File: src/rtl/writeback_arbiter.sv
// Writeback arbiter: merges ALU results and buffered load results into one register-file write port.
// Optional WB_BYPASS_EN lets a load skip the empty FIFO when the ALU is idle.
module writeback_arbiter #(
    parameter int unsigned LEN_REG    = 32,
    parameter int unsigned LEN_REGNO  = 4,
    parameter int unsigned NUM_REGS   = 16,
    parameter int unsigned FIFO_DEPTH = 4
) (
    input  logic                 clk,
    input  logic                 rst,
    input  logic                 alu_valid_i,
    output logic                 alu_ready_o,
    input  logic [LEN_REGNO-1:0] alu_r_i,
    input  logic [LEN_REG-1:0]   alu_data_i,
    input  logic                 mem_valid_i,
    output logic                 mem_ready_o,
    input  logic [LEN_REGNO-1:0] mem_r_i,
    input  logic [LEN_REG-1:0]   mem_data_i,
    output logic                 wb_o,
    output logic [LEN_REGNO-1:0] wb_r_o,
    output logic [LEN_REG-1:0]   result_o,
    output logic [NUM_REGS-1:0]  release_o
);

    localparam int unsigned PTR_W = $clog2(FIFO_DEPTH);
    localparam int unsigned CNT_W = PTR_W + 1;

    typedef enum logic {
        ALU_FIRST = 1'b0,
        MEM_FIRST = 1'b1
    } mode_e;

    logic [LEN_REGNO-1:0] fifo_r_q    [FIFO_DEPTH];
    logic [LEN_REGNO-1:0] fifo_r_d    [FIFO_DEPTH];
    logic [LEN_REG-1:0]   fifo_data_q [FIFO_DEPTH];
    logic [LEN_REG-1:0]   fifo_data_d [FIFO_DEPTH];
    logic [PTR_W-1:0]     wr_ptr_q, wr_ptr_d;
    logic [PTR_W-1:0]     rd_ptr_q, rd_ptr_d;
    logic [CNT_W-1:0]     count_q, count_d;

    logic                 wb_q, wb_d;
    logic [LEN_REGNO-1:0] wb_r_q, wb_r_d;
    logic [LEN_REG-1:0]   result_q, result_d;
    logic [NUM_REGS-1:0]  release_q, release_d;

    mode_e mode_c;
    logic  alu_win_c;
    logic  pop_c;
    logic  push_c;
    logic  bypass_c;

    // Mode depends only on the registered count, so both readies are glitch-free decodes.
    always_comb begin
        mode_c = (count_q >= CNT_W'(FIFO_DEPTH - 1)) ? MEM_FIRST : ALU_FIRST;
    end

    assign alu_ready_o = (mode_c == ALU_FIRST);
    assign mem_ready_o = (count_q != CNT_W'(FIFO_DEPTH));

`ifdef WB_BYPASS_EN
    assign bypass_c = (count_q == '0) && !alu_valid_i && mem_valid_i;
`else
    assign bypass_c = 1'b0;
`endif

    assign alu_win_c = alu_valid_i && (mode_c == ALU_FIRST);
    assign pop_c     = (count_q != '0) && ((mode_c == MEM_FIRST) || !alu_valid_i);
    assign push_c    = mem_valid_i && mem_ready_o && !bypass_c;

    // FIFO next state: tail write, head advance, occupancy.
    always_comb begin
        fifo_r_d    = fifo_r_q;
        fifo_data_d = fifo_data_q;
        wr_ptr_d    = wr_ptr_q;
        rd_ptr_d    = rd_ptr_q;
        count_d     = count_q;
        if (push_c) begin
            fifo_r_d[wr_ptr_q]    = mem_r_i;
            fifo_data_d[wr_ptr_q] = mem_data_i;
            wr_ptr_d              = wr_ptr_q + PTR_W'(1);
        end
        if (pop_c) begin
            rd_ptr_d = rd_ptr_q + PTR_W'(1);
        end
        case ({push_c, pop_c})
            2'b10:   count_d = count_q + CNT_W'(1);
            2'b01:   count_d = count_q - CNT_W'(1);
            default: count_d = count_q;
        endcase
    end

    // Output register selection; data and register number hold when idle.
    always_comb begin
        wb_d      = 1'b0;
        wb_r_d    = wb_r_q;
        result_d  = result_q;
        release_d = '0;
        if (alu_win_c) begin
            wb_d     = 1'b1;
            wb_r_d   = alu_r_i;
            result_d = alu_data_i;
        end else if (pop_c) begin
            wb_d     = 1'b1;
            wb_r_d   = fifo_r_q[rd_ptr_q];
            result_d = fifo_data_q[rd_ptr_q];
        end else if (bypass_c) begin
            wb_d     = 1'b1;
            wb_r_d   = mem_r_i;
            result_d = mem_data_i;
        end
        if (wb_d) begin
            release_d = NUM_REGS'(1) << wb_r_d;
        end
    end

    always_ff @(posedge clk or negedge rst) begin
        if (!rst) begin
            for (int i = 0; i < int'(FIFO_DEPTH); i++) begin
                fifo_r_q[i]    <= '0;
                fifo_data_q[i] <= '0;
            end
            wr_ptr_q  <= '0;
            rd_ptr_q  <= '0;
            count_q   <= '0;
            wb_q      <= 1'b0;
            wb_r_q    <= '0;
            result_q  <= '0;
            release_q <= '0;
        end else begin
            fifo_r_q    <= fifo_r_d;
            fifo_data_q <= fifo_data_d;
            wr_ptr_q    <= wr_ptr_d;
            rd_ptr_q    <= rd_ptr_d;
            count_q     <= count_d;
            wb_q        <= wb_d;
            wb_r_q      <= wb_r_d;
            result_q    <= result_d;
            release_q   <= release_d;
        end
    end

    assign wb_o      = wb_q;
    assign wb_r_o    = wb_r_q;
    assign result_o  = result_q;
    assign release_o = release_q;

endmodule
File: config.mk
export PLATFORM = sky130hd
export DESIGN_NAME = writeback_arbiter
export DESIGN_NICKNAME = d
export VERILOG_FILES = /design/src/rtl/writeback_arbiter.sv
export SDC_FILE = /design/constraint.sdc
export NUM_CORES = 1
export LEC_CHECK = 0
export CAP_MARGIN = 5
export CORE_ASPECT_RATIO = 0.75
export CORE_MARGIN = 5
export CORE_UTILIZATION = 28
export CTS_BUF_LIST = sky130_fd_sc_hd__clkbuf_2 sky130_fd_sc_hd__clkbuf_4 sky130_fd_sc_hd__clkbuf_8
export DETAILED_ROUTE_END_ITERATION = 16
export PLACE_DENSITY_LB_ADDON = 0.15
export SYNTH_ARGS = -nofsm -noshare
export SYNTH_HDL_FRONTEND = slang
export SYNTH_SLANG_ARGS = --single-unit
File: constraint.sdc
create_clock -name clk -period 6.1 [get_ports clk]
set_input_delay 1.22 -clock clk [delete_from_list [all_inputs] [get_ports clk]]
set_output_delay 1.22 -clock clk [all_outputs]
set_load 0.1 [all_outputs]
==> results by group, run 1 <==
Outcome
  • Status: complete, no violations

Setup path
  • Cell family with most CP delay: buffers and inverters
  • Critical path buffers and inverters: 1
  • Startpoint types: flop
  • Worst Path Arrival: approximately 2.6 ns
  • CP startpoint: count_q[2]$_DFFE_PN0P_
  • Worst-path fanout max: 11
  • Crit Reg-Reg Startpoint: rd_ptr_q[0]$_DFFE_PN0N_
  • FF-to-FF setup slack: 3.45 ns
  • CP peak stage delay: 1.20 ns
  • Slowest CP cell: clkdlybuf4s50_1
  • CP required: 4.88 ns
  • WS Path Type: flop to output port
  • CP endpoint kind: output port
  • Cells along the critical path: a21oi_1, clkdlybuf4s50_1

Floorplan
  • Effective utilization at floorplan: between 20 and 30%
  • I/O pin count: 131
  • Core Area: 31,300 um^2
  • FP Rows: 56
  • Die Width: between 200 and 250 um
  • Die height: 165 um
  • Die ar.: 35,600 um^2

Logic synthesis
  • Ys flop type: dfrtp_1
  • Ys Warns: 0
  • Asr flop ratio synth: 100%
  • Synth Net Count: 678
  • Number of synthesized flops with an enable pin: 0
  • Count of cell types in the netlist: 44
  • Seq/Total Area, Yosys: 57.2%
  • Post-Syn Instances: a little under 600
  • Synth Register Bits: roughly 200
  • Mean Syn Cell Area: 15.0 um^2
  • Post-Syn Area: between 8000 and 9000 um^2

Drt
  • Final wirelength: 22.8 mm
  • Residual DRC: 0
  • Number of routed nets with antenna violations: 0
  • Initial DRC Count: 238
  • Vias after detailed routing: 5,408
  • Pre-antenna DRT Iters: 4
  • Routed WL per cell: 19.6 um
  • Drt via density: between 4 and 5

STA
  • Final setup vio count: 0
  • Max Slew Vio Count: 0
  • Relative slew slack: 29.3%
  • Worst slew pin tran: roughly 1.1 ns
  • Worst clock skew: 0.0192 ns
  • Final hold violation count: 0
  • Fmax: 264 MHz
  • Post-layout minimum cycle time: 3.79 ns
  • Period utilisation layout: 62.1%
  • RSZ-0062 raised after global routing: no
  • Setup tns final: 0 ns

Final layout
  • Commonest cells after routing, fill and taps aside: 202 x dfrtp_1, 144 x mux2_2, 129 x clkdlybuf4s50_1, 42 x clkbuf_8, 38 x nand2_1
  • Layout area overhead: 27.1%
  • Ant diodes: 0
  • Final net count: 820
  • Most common cell after layout, fill and taps aside: dfrtp_1
  • Share of cells above drive strength 1: a little over a third

Hold path
  • Worst Hold Class: flop to flop
  • Hold Crit Start: result_o[14]$_DFFE_PN0P_

Placed design
  • Count of buffers inserted at the top-level ports: 130
  • RD Place Congestion: 0.720
  • Hpwl dp: 14.2 mm

CTS
  • TritonCTS Buffers: 37
  • Clk root buf: clkbuf_8
  • CTS tree: done
  • Clock buffer depth: 3
  • CTS Sinks: 204
  • Postcts setup bufs: 0
  • Hold_buf cts: 0
  • Clk_lat worst skew: 0.53 ns
  • PostCTS Resize Cnt: 0
  • Clk slew on worst S/H paths: 0.06 ns
  • H-tree depth: 2

Flow run
  • Max-Cap Viols: 0

Global route
  • Vias in the first global route: 6,167
  • Pin count of the biggest net entering global routing: 108
  • Grt total ovfl: 0
  • Gr usage total: approximately an eighth
  • Initial antenna violation count: 3
  • First-pass GRT wire length: 36.4 mm
-- layout make-up --
type	count	area, um^2
fillers	2970	20000
inverters	9	33.8
clock buffers	56	677
multi-input cells	348	3610
well taps	406	508
flip-flops and latches	204	5110
repair buffers	138	1380
clock inverters	2	12.5
-- routing by layer --
layer	GRT usage [%]	share of wire (%)	vias to the layer above
met3	3.57	5.0	38
met4	3.38	1.6	6
met1	17.5	46	2815
li1	-	-	2452
met2	21.4	48	97
met5	0	0.11	-
-- final timing paths --
path	end	depth (start not counted)
worst min register to register	result_o[14]$_DFFE_PN0P_	2
min in group asynchronous	result_o[24]$_DFFE_PN0P_	1
max in group asynchronous	rd_ptr_q[1]$_DFFE_PN0N_	2
worst max register to register	release_o[1]$_DFF_PN0_	4
worst min-delay path	result_o[14]$_DFFE_PN0P_	2
worst max-delay path	alu_ready_o	2
-- worst reg2reg max path: stages (launching register included) --
cell and delay [ns]:
dfrtp_4 1.01, mux4_1 0.78, o22ai_2 0.18, or3b_4 0.43, nor3b_2 0.18
-- logic make-up after synthesis --
group / count (synthesis) / share of synthesized area (%)
buffers and inverters: 44 / 2.34
flip-flops: 204 / 57.2
adder cells (fa/ha/maj): 7 / 1.05
XOR/XNOR: 6 / 0.589
multiplexers: 213 / 31.1
AND/OR/NAND/NOR: 73 / 4.35
AO/OA/AOI/OAI: 49 / 3.32
-- Yosys cell counts, types with 4 or more instances --
library cell | n | area [um^2]
buf_2 | 23 | 115
clkbuf_1 | 9 | 33.8
dfrtp_1 | 204 | 5100
ha_1 | 5 | 62.6
inv_1 | 7 | 26.3
mux2_2 | 144 | 1620
mux2i_1 | 33 | 330
mux4_2 | 33 | 743
nand2_1 | 39 | 146
nand2_2 | 4 | 25.0
nor2_1 | 5 | 18.8
nor3b_1 | 4 | 30.0
o21ai_0 | 35 | 175
xnor2_1 | 4 | 35.0
-- flip-flops by register name, indices dropped and copies added (netlist names) --
register and cells:
result_o 32, rd_ptr_q 2, wb_r_o 4, release_o 16
count_q 3, fifo_data_q 128, wr_ptr_q 2, wb_o 1
fifo_r_q 16
-- through the flow --
| stage | instance area (um^2) | hold slack (ns) | utilization, % | instances | setup slack, ns |
|---|---|---|---|---|---|
| after global placement | 10600 | 0.461 | 34.0 | 1105 | 2.68 |
| after detailed placement | 10600 | 0.470 | 34.0 | 1105 | 2.64 |
| after global routing | 11300 | 0.495 | 36.2 | 1163 | 2.19 |
| after floorplan | 8920 | 0.470 | - | 596 | 2.71 |
| final | 11300 | 0.477 | 36.2 | 1163 | 2.31 |
| after CTS | 11300 | 0.483 | 36.2 | 1163 | 2.26 |
Power of run 1 is not shown: default switching activity piles up to over one toggle a cycle in this logic, so the estimate is an artifact.
==> run 2, diff against run 1 <==
- clock period: 6.1 -> 3.4 ns (I/O delays scaled with it)
==> run 2 against run 1 <==
  * Clock skew down 0.0062 ns
  * Core utilization increased by 0.52 points
  * Global-route usage up 0.078 points
  * Register-to-register slack lost 2.5 ns
==> results by group, run 2 (synthesis results as in run 1) <==
Outcome
  • Status: complete, no violations

Setup path
  • WS Path Type: flop to output port
  • Crit Reg-Reg Startpoint: rd_ptr_q[0]$_DFFE_PN0N_
  • Slowest CP cell: clkdlybuf4s50_1
  • Cell family with most CP delay: buffers and inverters
  • Worst Path Arrival: 2.02 ns (-0.55 ns)
  • CP required: 2.72 ns (-2.16 ns)
  • CP startpoint: result_o[18]$_DFFE_PN0P_
  • CP peak stage delay: 1.14 ns (-0.06 ns)
  • CP endpoint kind: output port
  • Startpoint types: flop
  • CP Depth: 1 (-1)
  • Worst-path fanout max: 2 (-9)
  • R2R depth: 4 (unchanged)
  • Cells along the critical path: clkdlybuf4s50_1
  • Critical path buffers and inverters: 1 (unchanged)

STA
  • Relative slew slack: 34.1% (+4.8 points)
  • Worst slew pin tran: 0.985 ns (-0.0717 ns)
  • Final hold violation count: 0 (unchanged)
  • Final setup vio count: 0 (unchanged)
  • Fmax: 370 MHz
  • Period utilisation layout: 79.4%
  • Post-layout minimum cycle time: approximately 2.7 ns
  • Setup tns final: 0 ns (unchanged)
  • Max Slew Vio Count: 0 (unchanged)
  • Worst clock skew: 0.0130 ns (-0.00621 ns)
  • RSZ-0062 raised after global routing: no

Final layout
  • Layout area overhead: 28.9%
  • Max FFs per register: 128 (unchanged)
  • Share of cells above drive strength 1: 40.3% (+5.3 points)
  • Reg with most FFs: fifo_data_q
  • Final net count: 827 (+0.85%)
  • FILL cells: 2,960 (-0.34%)
  • Most common cell after layout, fill and taps aside: dfrtp_1
  • Commonest cells after routing, fill and taps aside: 202 x dfrtp_1, 144 x mux2_2, 98 x clkdlybuf4s50_1, 47 x clkbuf_8, 40 x buf_4

CTS
  • Clock buffer depth: 3 (unchanged)
  • PostCTS Resize Cnt: 0 (unchanged)
  • Clk_lat worst skew: 0.54 ns (about the same)
  • H-tree depth: 2 (unchanged)
  • CTS tree: done
  • Hold_buf cts: 0 (unchanged)
  • Clk root buf: clkbuf_8
  • Clk slew on worst S/H paths: 0.06 ns (about the same)
  • CTS Sinks: 204 (unchanged)
  • TritonCTS Buffers: 37 (unchanged)
  • Postcts setup bufs: 0 (unchanged)

Drt
  • Final wirelength: 22.8 mm (about the same)
  • Initial DRC Count: 193 (-19%)
  • Drt via density: 4.65 (about the same)
  • Routed WL per cell: 19.4 um (-1.3%)
  • Number of routed nets with antenna violations: 0 (unchanged)
  • Pre-antenna DRT Iters: 4 (unchanged)
  • Residual DRC: 0 (unchanged)
  • Vias after detailed routing: 5,486 (+1.4%)

Floorplan
  • Core Area: 31,300 um^2 (unchanged)
  • Die ar.: 35,600 um^2 (unchanged)
  • FP Rows: 56 (unchanged)
  • I/O pin count: 131 (unchanged)
  • Effective utilization at floorplan: 28.5% (unchanged)
  • Die height: 165 um (unchanged)
  • Die Width: 216 um (unchanged)

Flow run
  • Max-Cap Viols: 0 (unchanged)

Placed design
  • Count of buffers inserted at the top-level ports: 130 (unchanged)
  • Hpwl dp: 14.9 mm (+5.6%)
  • RD Place Congestion: 0.764 (+6.1%)

Global route
  • Grt total ovfl: 0 (unchanged)
  • Pin count of the biggest net entering global routing: 74 (-31%)
  • Gr usage total: 13.2% (+0.078 points)
  • First-pass GRT wire length: 36.5 mm (+0.25%)
  • Vias in the first global route: 6,200 (+0.54%)
  • Initial antenna violation count: 3 (unchanged)

Hold path
  • Worst Hold Class: input port to async pin
run 2: layer usage:
metal  vias up  share of wire, %  wire length, um  global-route usage, %
li1       2490                 -                -                      -
met5         -             0.061               14                      0
met3        49               4.9             1120                   3.70
met2       109                47            10700                   21.1
met4         4               2.3              519                   4.22
met1      2834                46            10500                   17.5
run 2: worst paths after layout:
path | endpoint | slack, ns
setup / recovery | result_o[18] | 0.70
hold / removal | wb_o$_DFF_PN0_ | 0.15
setup reg to reg | release_o[1]$_DFF_PN0_ | 0.97
hold reg to reg | wb_r_o[3]$_DFF_PN0_ | 0.47
max in group asynchronous | result_o[13]$_DFFE_PN0P_ | 2.38
min in group clk | wb_r_o[3]$_DFF_PN0_ | 0.47
run 2: cell type report:
cell class	instances	area, um^2	area share [%]
diodes	1	2.50	0.0218
clock buffers	57	716	6.22
clock inverters	9	97.6	0.849
inverters	9	33.8	0.294
multi-input cells	348	3610	31.4
flip-flops and latches	204	5110	44.4
well taps	406	508	4.42
repair buffers	145	1420	12.3
run 2: stage by stage:
step	area, um^2	hold slack [ns]	worst slack, ns	std cells	utilization, %
after floorplan	8920	0.384	0.00636	596	-
after global placement	10700	0.463	0.530	1112	34.1
after detailed placement	10700	0.467	0.475	1112	34.1
after CTS	11500	0.153	0.639	1178	36.7
after global routing	11500	0.170	0.608	1179	36.7
final	11500	0.149	0.700	1179	36.7
Power of run 2 is left out for the same reason.
==> run 3, diff against run 2 <==
- clock period: 3.4 -> 2.4 ns (I/O delays scaled with it)
==> run 3 against run 2 <==
  * Global-route usage shrank 0.090 points
  * Flip-flop and latch count is the same
  * Largest cell class unchanged
  * Clock skew grew 0.014 ns
  * Setup slack lost 0.45 ns
  * Cell area grew 0.64%
  * Non-clock buffer count grew 15
==> results by group, run 3 (synthesis results as in run 1) <==
Drt
  • Number of routed nets with antenna violations: 0 (unchanged)
  • Final wirelength: 23.2 mm (+1.4%)
  • Drt via density: 4.65 (about the same)
  • Initial DRC Count: 228 (+18%)
  • Vias after detailed routing: 5,543 (+1.0%)
  • Residual DRC: 0 (unchanged)
  • Pre-antenna DRT Iters: 4 (unchanged)
  • Routed WL per cell: 19.5 um (+0.41%)

Global route
  • First-pass GRT wire length: 36.6 mm (+0.34%)
  • Initial antenna violation count: 4 (+1)
  • Pin count of the biggest net entering global routing: 63 (-15%)
  • Grt total ovfl: 0 (unchanged)
  • Gr usage total: 13.1% (-0.090 points)
  • Vias in the first global route: 6,264 (+1.0%)

Setup path
  • Crit path top cell by count: inv_1
  • Startpoint types: flop
  • Worst-path fanout max: 5 (+3)
  • Cell family with most CP delay: adder cells
  • Critical path buffers and inverters: 3 (+2)
  • Worst Path Arrival: 2.59 ns (+0.57 ns)
  • CP endpoint kind: flop
  • Cells along the critical path: inv_1, nand3_4, and2_1, inv_1, ha_1, inv_1, fa_1, xor2_1, nor2_1, xor2_1
  • CP required: 2.84 ns (+0.12 ns)
  • Slowest CP cell: dfrtp_1
  • CP peak stage delay: 0.46 ns (-0.68 ns)
  • WS Path Type: flop to flop

STA
  • Relative slew slack: 68.5% (+34 points)
  • Fmax: 465 MHz
  • Worst slew pin tran: 0.471 ns (-0.514 ns)
  • Post-layout minimum cycle time: roughly 2.1 ns
  • Worst clock skew: 0.0273 ns (+0.0143 ns)
  • Final setup vio count: 0 (unchanged)
  • RSZ-0062 raised after global routing: no
  • Period utilisation layout: 89.6%
  • Setup WS post-layout: 0.250 ns (-0.450 ns)
  • Final hold violation count: 0 (unchanged)
  • Max Slew Vio Count: 0 (unchanged)

Placed design
  • Pre-CTS setup slack: -0.0338 ns (-0.509 ns)
  • Hpwl dp: 15.5 mm (+3.7%)
  • Count of buffers inserted at the top-level ports: 130 (unchanged)
  • Cell Count Post-Placement: 1,126 (+1.3%)
  • RD Place Congestion: 0.737 (-3.5%)

Floorplan
  • Die Width: 216 um (unchanged)
  • Core Area: 31,300 um^2 (unchanged)
  • FP Rows: 56 (unchanged)
  • Die height: 165 um (unchanged)
  • Die ar.: 35,600 um^2 (unchanged)
  • Effective utilization at floorplan: 28.5% (unchanged)
  • I/O pin count: 131 (unchanged)

CTS
  • H-tree depth: 2 (unchanged)
  • TritonCTS Buffers: 38 (+2.7%)
  • Clock buffer depth: 3 (unchanged)
  • CTS Sinks: 204 (unchanged)
  • Clk root buf: clkbuf_8
  • CTS tree: done
  • Clk_lat worst skew: 0.53 ns (about the same)
  • Postcts setup bufs: 0 (unchanged)
  • Clk slew on worst S/H paths: 0.06 ns (about the same)

Flow run
  • Max-Cap Viols: 0 (unchanged)

Hold path
  • Worst Hold Class: input port to async pin

Final layout
  • Final core utilization: 36.9% (+0.24 points)
  • Non-Filler Instances: 1,191 (+1.0%)
  • Layout area overhead: 29.7%
  • Max FFs per register: 128 (unchanged)
  • Most common cell after layout, fill and taps aside: dfrtp_1
  • Commonest cells after routing, fill and taps aside: 202 x dfrtp_1, 144 x mux2_2, 77 x buf_4, 74 x clkdlybuf4s50_1, 47 x clkbuf_8
  • Reg with most FFs: fifo_data_q
  • Final net count: 843 (+1.9%)
  • FILL cells: 2,950 (-0.34%)
  • Share of cells above drive strength 1: 44.5% (+4.2 points)

Outcome
  • Status: complete, no violations
run 3: what timing repair did:
item	4_1_cts	5_1_grt
hold buffers	1	0
hold endpoints to repair	37	0
resized for setup	0	0
run 3: final cells by class:
class	count	area, um^2	share of cell area (%)
antenna	1	2.50	0.0216
clock buffer	57	716	6.19
clock inverter	6	82.6	0.714
inverter	9	33.8	0.292
multi-input combinational	348	3640	31.4
sequential	204	5110	44.1
tap	406	508	4.39
timing repair buffer	160	1480	12.8
run 3: path summary, 6_finish.rpt:
path | startpoint | end | slack, ns | cells past startpoint
worst max-delay path | count_q[1]$_DFFE_PN0P_ | count_q[2]$_DFFE_PN0P_ | 0.25 | 10
worst min-delay path | rst | result_o[29]$_DFFE_PN0P_ | 0.45 | 2
worst max register to register | count_q[1]$_DFFE_PN0P_ | count_q[2]$_DFFE_PN0P_ | 0.25 | 10
worst min register to register | result_o[26]$_DFFE_PN0P_ | result_o[26]$_DFFE_PN0P_ | 0.48 | 2
max in group asynchronous | rst | result_o[2]$_DFFE_PN0P_ | 1.26 | 3
min in group clk | result_o[26]$_DFFE_PN0P_ | result_o[26]$_DFFE_PN0P_ | 0.48 | 2
run 3: metrics by stage:
step,setup TNS (ns),hold slack [ns],instance area [um^2]
global placement,-0.0122,0.430,10800
CTS,0,0.421,11600
detailed placement,-0.108,0.437,10800
finish,0,0.445,11600
global route,0,0.449,11600
floorplan,0,0.184,8940
run 3: routing by layer:
layer | wire [um] | GRT usage [%]
met1 | 10300 | 16.9
met2 | 11100 | 21.6
met3 | 1300 | 3.87
met4 | 389 | 3.76
met5 | 39 | 0
Power of run 3 is left out for the same reason.
